[src/rtl/sdram_port_arbiter.sv]
// Burst scheduler for the multi-port SDRAM controller.
// Arbitrates write/read FIFO ports and walks a circular address window per port.
module sdram_port_arbiter #(
  parameter int ASIZE      = 22,
  parameter int LSIZE      = 9,
  parameter int NWR        = 2,
  parameter int NRD        = 2,
  parameter int FIFO_DEPTH = 512,
  parameter int ARB_MODE   = 1
) (
  input  logic                 CLK,
  input  logic                 RESET_N,
  input  logic [NWR-1:0]       WR_LOAD,
  input  logic [NWR*ASIZE-1:0] WR_START,
  input  logic [NWR*ASIZE-1:0] WR_MAX,
  input  logic [NWR*LSIZE-1:0] WR_LEN,
  input  logic [NWR*LSIZE-1:0] WR_LEVEL,
  input  logic [NRD-1:0]       RD_LOAD,
  input  logic [NRD*ASIZE-1:0] RD_START,
  input  logic [NRD*ASIZE-1:0] RD_MAX,
  input  logic [NRD*LSIZE-1:0] RD_LEN,
  input  logic [NRD*LSIZE-1:0] RD_LEVEL,
  output logic                 CMD_WR,
  output logic                 CMD_RD,
  output logic [ASIZE-1:0]     CMD_ADDR,
  output logic [LSIZE-1:0]     CMD_LEN,
  input  logic                 CMD_ACK,
  input  logic                 CMD_DONE,
  output logic [NWR-1:0]       WR_SEL,
  output logic [NRD-1:0]       RD_SEL,
  output logic                 BUSY
);

  localparam int N  = NWR + NRD;
  localparam int IW = (N > 1) ? $clog2(N) : 1;

  localparam logic [1:0] S_IDLE  = 2'd0;
  localparam logic [1:0] S_ISSUE = 2'd1;
  localparam logic [1:0] S_WAIT  = 2'd2;
  localparam logic [1:0] S_POST  = 2'd3;

  localparam logic [LSIZE+1:0] DEPTH = (LSIZE+2)'(FIFO_DEPTH);

  logic [ASIZE-1:0] start_a [N];
  logic [ASIZE-1:0] max_a   [N];
  logic [LSIZE-1:0] len_in  [N];
  logic [ASIZE-1:0] addr_q  [N];
  logic [LSIZE-1:0] len_q   [N];
  logic [ASIZE:0]   sum_a   [N];
  logic [N-1:0]     load;
  logic [N-1:0]     elig;
  logic [N-1:0]     sel_q;

  logic [1:0]    st_q;
  logic [IW-1:0] ptr_q;
  logic [IW-1:0] gidx_q;
  logic [IW-1:0] win;
  logic [IW-1:0] ptr_nxt;
  logic          found;
  logic          grant;
  logic          sup_q;
  int            idx;

  for (genvar i = 0; i < NWR; i++) begin : g_wr
    assign start_a[i] = WR_START[i*ASIZE +: ASIZE];
    assign max_a[i]   = WR_MAX[i*ASIZE +: ASIZE];
    assign len_in[i]  = WR_LEN[i*LSIZE +: LSIZE];
    assign load[i]    = WR_LOAD[i];
    assign elig[i]    = (len_q[i] != '0) &&
                        (WR_LEVEL[i*LSIZE +: LSIZE] >= len_q[i]);
  end

  for (genvar j = 0; j < NRD; j++) begin : g_rd
    assign start_a[NWR+j] = RD_START[j*ASIZE +: ASIZE];
    assign max_a[NWR+j]   = RD_MAX[j*ASIZE +: ASIZE];
    assign len_in[NWR+j]  = RD_LEN[j*LSIZE +: LSIZE];
    assign load[NWR+j]    = RD_LOAD[j];
    // Headroom: the whole burst must fit in the read FIFO.
    assign elig[NWR+j]    = (len_q[NWR+j] != '0) &&
                            (({2'b00, RD_LEVEL[j*LSIZE +: LSIZE]} +
                              {2'b00, len_q[NWR+j]}) <= DEPTH);
  end

  // Carry bit keeps the wrap compare correct near the top of memory.
  for (genvar i = 0; i < N; i++) begin : g_sum
    assign sum_a[i] = {1'b0, addr_q[i]} + (ASIZE+1)'(len_q[i]);
  end

  always_comb begin
    found = 1'b0;
    win   = '0;
    idx   = 0;
    for (int k = 0; k < N; k++) begin
      idx = (ARB_MODE != 0) ? int'(ptr_q) + k : k;
      if (idx >= N) idx = idx - N;
      if (!found && elig[idx]) begin
        found = 1'b1;
        win   = IW'(idx);
      end
    end
  end

  assign ptr_nxt = (int'(win) == N - 1) ? '0 : win + IW'(1);
  assign grant   = (st_q == S_IDLE) && found && !(|load);

  always_ff @(posedge CLK or negedge RESET_N) begin
    if (!RESET_N) begin
      st_q     <= S_IDLE;
      CMD_WR   <= 1'b0;
      CMD_RD   <= 1'b0;
      CMD_ADDR <= '0;
      CMD_LEN  <= '0;
      sel_q    <= '0;
      BUSY     <= 1'b0;
      ptr_q    <= '0;
      gidx_q   <= '0;
      sup_q    <= 1'b0;
    end else begin
      case (st_q)
        S_IDLE: begin
          if (grant) begin
            CMD_ADDR <= addr_q[win];
            CMD_LEN  <= len_q[win];
            sel_q    <= N'(1) << win;
            CMD_WR   <= (int'(win) < NWR);
            CMD_RD   <= (int'(win) >= NWR);
            BUSY     <= 1'b1;
            gidx_q   <= win;
            sup_q    <= 1'b0;
            if (ARB_MODE != 0) ptr_q <= ptr_nxt;
            st_q     <= S_ISSUE;
          end
        end
        S_ISSUE: begin
          if (CMD_DONE) begin
            CMD_WR <= 1'b0;
            CMD_RD <= 1'b0;
            st_q   <= S_POST;
          end else if (CMD_ACK) begin
            CMD_WR <= 1'b0;
            CMD_RD <= 1'b0;
            st_q   <= S_WAIT;
          end
        end
        S_WAIT: begin
          if (CMD_DONE) st_q <= S_POST;
        end
        default: begin
          sel_q <= '0;
          BUSY  <= 1'b0;
          st_q  <= S_IDLE;
        end
      endcase
      if (st_q != S_IDLE && load[gidx_q]) sup_q <= 1'b1;
    end
  end

  always_ff @(posedge CLK or negedge RESET_N) begin
    if (!RESET_N) begin
      for (int i = 0; i < N; i++) begin
        addr_q[i] <= '0;
        len_q[i]  <= '0;
      end
    end else begin
      for (int i = 0; i < N; i++) begin
        if (load[i]) begin
          addr_q[i] <= start_a[i];
          len_q[i]  <= len_in[i];
        end else if (st_q == S_POST && gidx_q == IW'(i) && !sup_q) begin
          addr_q[i] <= (sum_a[i] < {1'b0, max_a[i]}) ?
                       sum_a[i][ASIZE-1:0] : start_a[i];
        end
      end
    end
  end

  assign WR_SEL = sel_q[NWR-1:0];
  assign RD_SEL = sel_q[N-1:NWR];

endmodule

[config.mk]
export PLATFORM = sky130hd
export DESIGN_NAME = sdram_port_arbiter
export DESIGN_NICKNAME = d
export VERILOG_FILES = /design/src/rtl/sdram_port_arbiter.sv
export SDC_FILE = /design/constraint.sdc
export NUM_CORES = 1
export LEC_CHECK = 0
export CORE_ASPECT_RATIO = 1.2
export CORE_MARGIN = 5
export CORE_UTILIZATION = 40
export CTS_CLUSTER_DIAMETER = 120
export DETAILED_ROUTE_END_ITERATION = 12
export GPL_TIMING_DRIVEN = 0
export PLACE_DENSITY = 0.63
export SYNTH_ARGS = -nofsm -noshare
export SYNTH_HDL_FRONTEND = slang
export SYNTH_SLANG_ARGS = --single-unit
[constraint.sdc]
create_clock -name CLK -period 4.7 [get_ports CLK]
set_input_delay 0.94 -clock CLK [delete_from_list [all_inputs] [get_ports CLK]]
set_output_delay 0.94 -clock CLK [all_outputs]
set_load 0.01 [all_outputs]
==> reports/results.ini, run 1 <==
[timing]
rsz0062_at_grt = yes
skew_ns = 0.0119
period_minus_slack_ns = 4.65
max_slew.worst_pin.slew_ns = 0.865
finalHoldViolCount = 0
tns_ns = 0
setup_violations = 0
max_freq_mhz = 215
min_period_over_period_pct = 98.9
relSlewSlack_pct = 42.2
slew_violations = 0

[detailed_routing]
first_pass_iters = 5
first_iter_violations = 1054
drt_wl_total_microns = 55200
drcViolationCount = 0
wl_per_cell_microns = 21.8
via_per_inst = 5.73
drtAntennaViolNets = 0
vias = 14500

[synth]
synth_fa_ha_area_share_pct = 15.1
synth_top_family_by_area = compound AO/OA/AOI/OAI gates
synthArstFlopShare_pct = 100
synth_top_area_share_pct = 29.2
avgSynthCellArea_sq_um = 8.57
synth_nets = 2118
yosysWarnings = 0
synth_seq_area_share_pct = 29.2
synth_xor_area_share_pct = 5.32
syn_area_sq_um = 14500
ys_ff_latch = 169
synth-simple-area-share_pct = 15.8
synth.area.top_cells = dfrtp_1, ha_1, mux2i_1
synthMuxAreaShare_pct = 7.49
synth_cell_types = 74
synth_compound_area_share_pct = 20.8
ys_dominant_reg_cell = dfrtp_1
synth_area_leader_cell = dfrtp_1
synth_edf_count = 0
synthCells = 1691

[place]
gp_congestion = 0.936
place_hpwl_microns = 43800
io_buffer_count = 293
place_inst = 2453

[global_routing]
grt_max_degree = 95
gr-usage-all-layers_pct = 26.6
antenna_found_initial = 1
grt_pass1_vias = 14700
grt_overflow = 0
grt_pass1_wl_microns = 83000

[power_and_ir_drop]
vdd_drop_max_mv = 0.310
total_power_uw = 9610
p_per_area_nw_per_um2 = 488
cellLeakagePower_uw = 0.00888

[clocking]
htreeDepth = 4
cts_num_sinks = 169
cts_tree = yes
cts_buffers = 17
clk_pin_slew_ns = 0.08
clockBufferDepth = 2
cts_root_buf = clkbuf_16
clk_latency_ns = 0.46

[finish]
final_cell_count_no_fill = 2528
most-common-layout-cells = clkdlybuf4s50_1, nand2_1, dfrtp_1, ha_1, inv_1
mostFrequentLayoutCell = clkdlybuf4s50_1
drive_gt1_share_pct = 12.4
area_delta_synth_final_pct = 35.7
nets = 2473

[setup_path]
end_kind = flop
crit_chain = ha_4 -> fa_2 -> a21o_1 -> a21oi_2 -> o21bai_1 -> a211o_1 -> a31oi_4 -> nor2b_2 -> o21ai_2 -> xnor2_2 -> ha_1 -> a21boi_1 -> o21a_1 -> o21ai_2 -> a21oi_2 -> a211oi_2 -> o31ai_4 -> a41oi_4 -> buf_6 -> mux2i_1 -> o2bb2a_2
cp.required_ns = 5.05
cp.arrival_ns = 5.00
path_class = reg2reg
cp_slowest_cell = dfrtp_2
worst_setup_path_start_kind = flop
critPathMaxStageDelay_ns = 0.43
critPathMaxFanout = 7

[die]
die_x_microns = 184
pin_count = 294
dieHeight_microns = 219
rows = 76
initial_core_util_pct = 40.4
dieArea_sq_um = 40200
core-area_sq_um = 35800

[run]
cap_violations = 0

[outcome]
run_status = finished, final reports clean

[min_path]
hold_class = in2async

cells in the mapped netlist (5+ instances only):
cell type / instances
xor2_1: 26
nor4_1: 15
nor4b_1: 5
ha_1: 165
nor3_1: 34
nand3_1: 39
clkbuf_1: 61
a221o_1: 6
and2_1: 9
o2bb2ai_1: 12
a211oi_1: 9
nor2b_1: 9
nand4_1: 51
or2_2: 10
buf_4: 6
o21a_1: 16
fa_1: 6
dfrtp_1: 169
o21ai_0: 82
o211ai_1: 36
mux2_1: 5
nor2_1: 69
buf_1: 6
mux2_2: 29
nand2_1: 171
a21o_1: 54
a211o_1: 10
or3_1: 5
o31ai_1: 14
buf_2: 11
nand2b_1: 8
o22ai_1: 25
xnor2_1: 62
and3_1: 24
a41oi_1: 9
mux2i_1: 68
a2111oi_0: 6
a31oi_1: 19
nand4b_1: 6
inv_1: 143
a21oi_1: 119
o21bai_1: 9
or4_1: 7
logic make-up after synthesis:
kind of cell / Yosys count
compound gates: 460
xor+xnor: 88
fa+ha+maj: 171
buf+inv: 230
flops: 169
mux: 103
simple gates: 470
metal layers:
metal	part of all wire, %	vias to the layer above	global-route usage [%]
met3	6.4	127	4.58
met1	40	6933	32.5
met4	4.3	0	11.4
met5	0	-	0
met2	49	557	45.9
li1	-	6856	-
critical path, delay by kind of cell (launching register included):
kind / cells / cell delay [ns]
compound gates: 14 / 2.71
fa+ha+maj: 3 / 0.80
flops: 1 / 0.43
buf+inv: 1 / 0.19
mux: 1 / 0.17
xor+xnor: 1 / 0.16
simple gates: 1 / 0.06
final timing paths:
check | startpoint | to | slack [ns] | cells past startpoint
min in group CLK | addr_q[42] | addr_q[42] | 0.51 | 2
max | addr_q[0] | addr_q[9] | 0.05 | 21
min reg2reg | addr_q[42] | addr_q[42] | 0.51 | 2
max in group asynchronous | RESET_N | addr_q[45] | 3.29 | 2
min | RESET_N | addr_q[35] | 0.45 | 1
max reg2reg | addr_q[0] | addr_q[9] | 0.05 | 21
state kept, by name (all words and copies together) (netlist names):
| signal | cells |
|---|---|
| sup_q | 1 |
| st_q | 2 |
| CMD_WR | 1 |
| gidx_q | 2 |
| ptr_q | 2 |
| BUSY | 1 |
| addr_q | 88 |
| CMD_ADDR | 22 |
| sel_q | 4 |
| CMD_RD | 1 |
| CMD_LEN | 9 |
| len_q | 36 |
cell type report:
class                           instances  area, sq um
Fill cell                            3300        16200
Tap cell                              468          586
Buffer                                 83          459
Inverter                              145          544
Antenna cell                            1         2.50
Sequential cell                       169         4240
Timing Repair Buffer                  338         3320
Clock inverter                         13          121
Clock buffer                           19          453
Multi-Input combinational cell       1292         9950
what timing repair did:
action | 4_1_cts | 5_1_grt
cloned | 3 | 1
hold buffers | 0 | 0
resized for setup | 80 | 122
pin swaps | 16 | 50
endpoints found under the setup margin | 115 | 126
hold endpoints to repair | 0 | 0
buffers inserted | 16 | 24
per-stage QoR:
step	util, %	setup slack, ns	hold slack (ns)	cell area [sq um]
floorplan	-	0.0227	0.465	14500
global route	54.9	-0.135	0.509	19700
global placement	50.3	-4.83	0.499	18000
detailed placement	50.4	-1.01	0.497	18100
finish	54.9	0.0528	0.452	19700
CTS	53.2	0.00161	0.509	19100
power breakdown:
group	switching, uW	internal (uW)
registers	578	1900
clock network	665	761
logic	3070	2630
(Power assumes the default switching activity.)
==> run 2: changes to the inputs <==
CAP_MARGIN = 20   (was default)
==> results of run 2 <==
Final layout, timing and power as in run 1 (identical DEF).
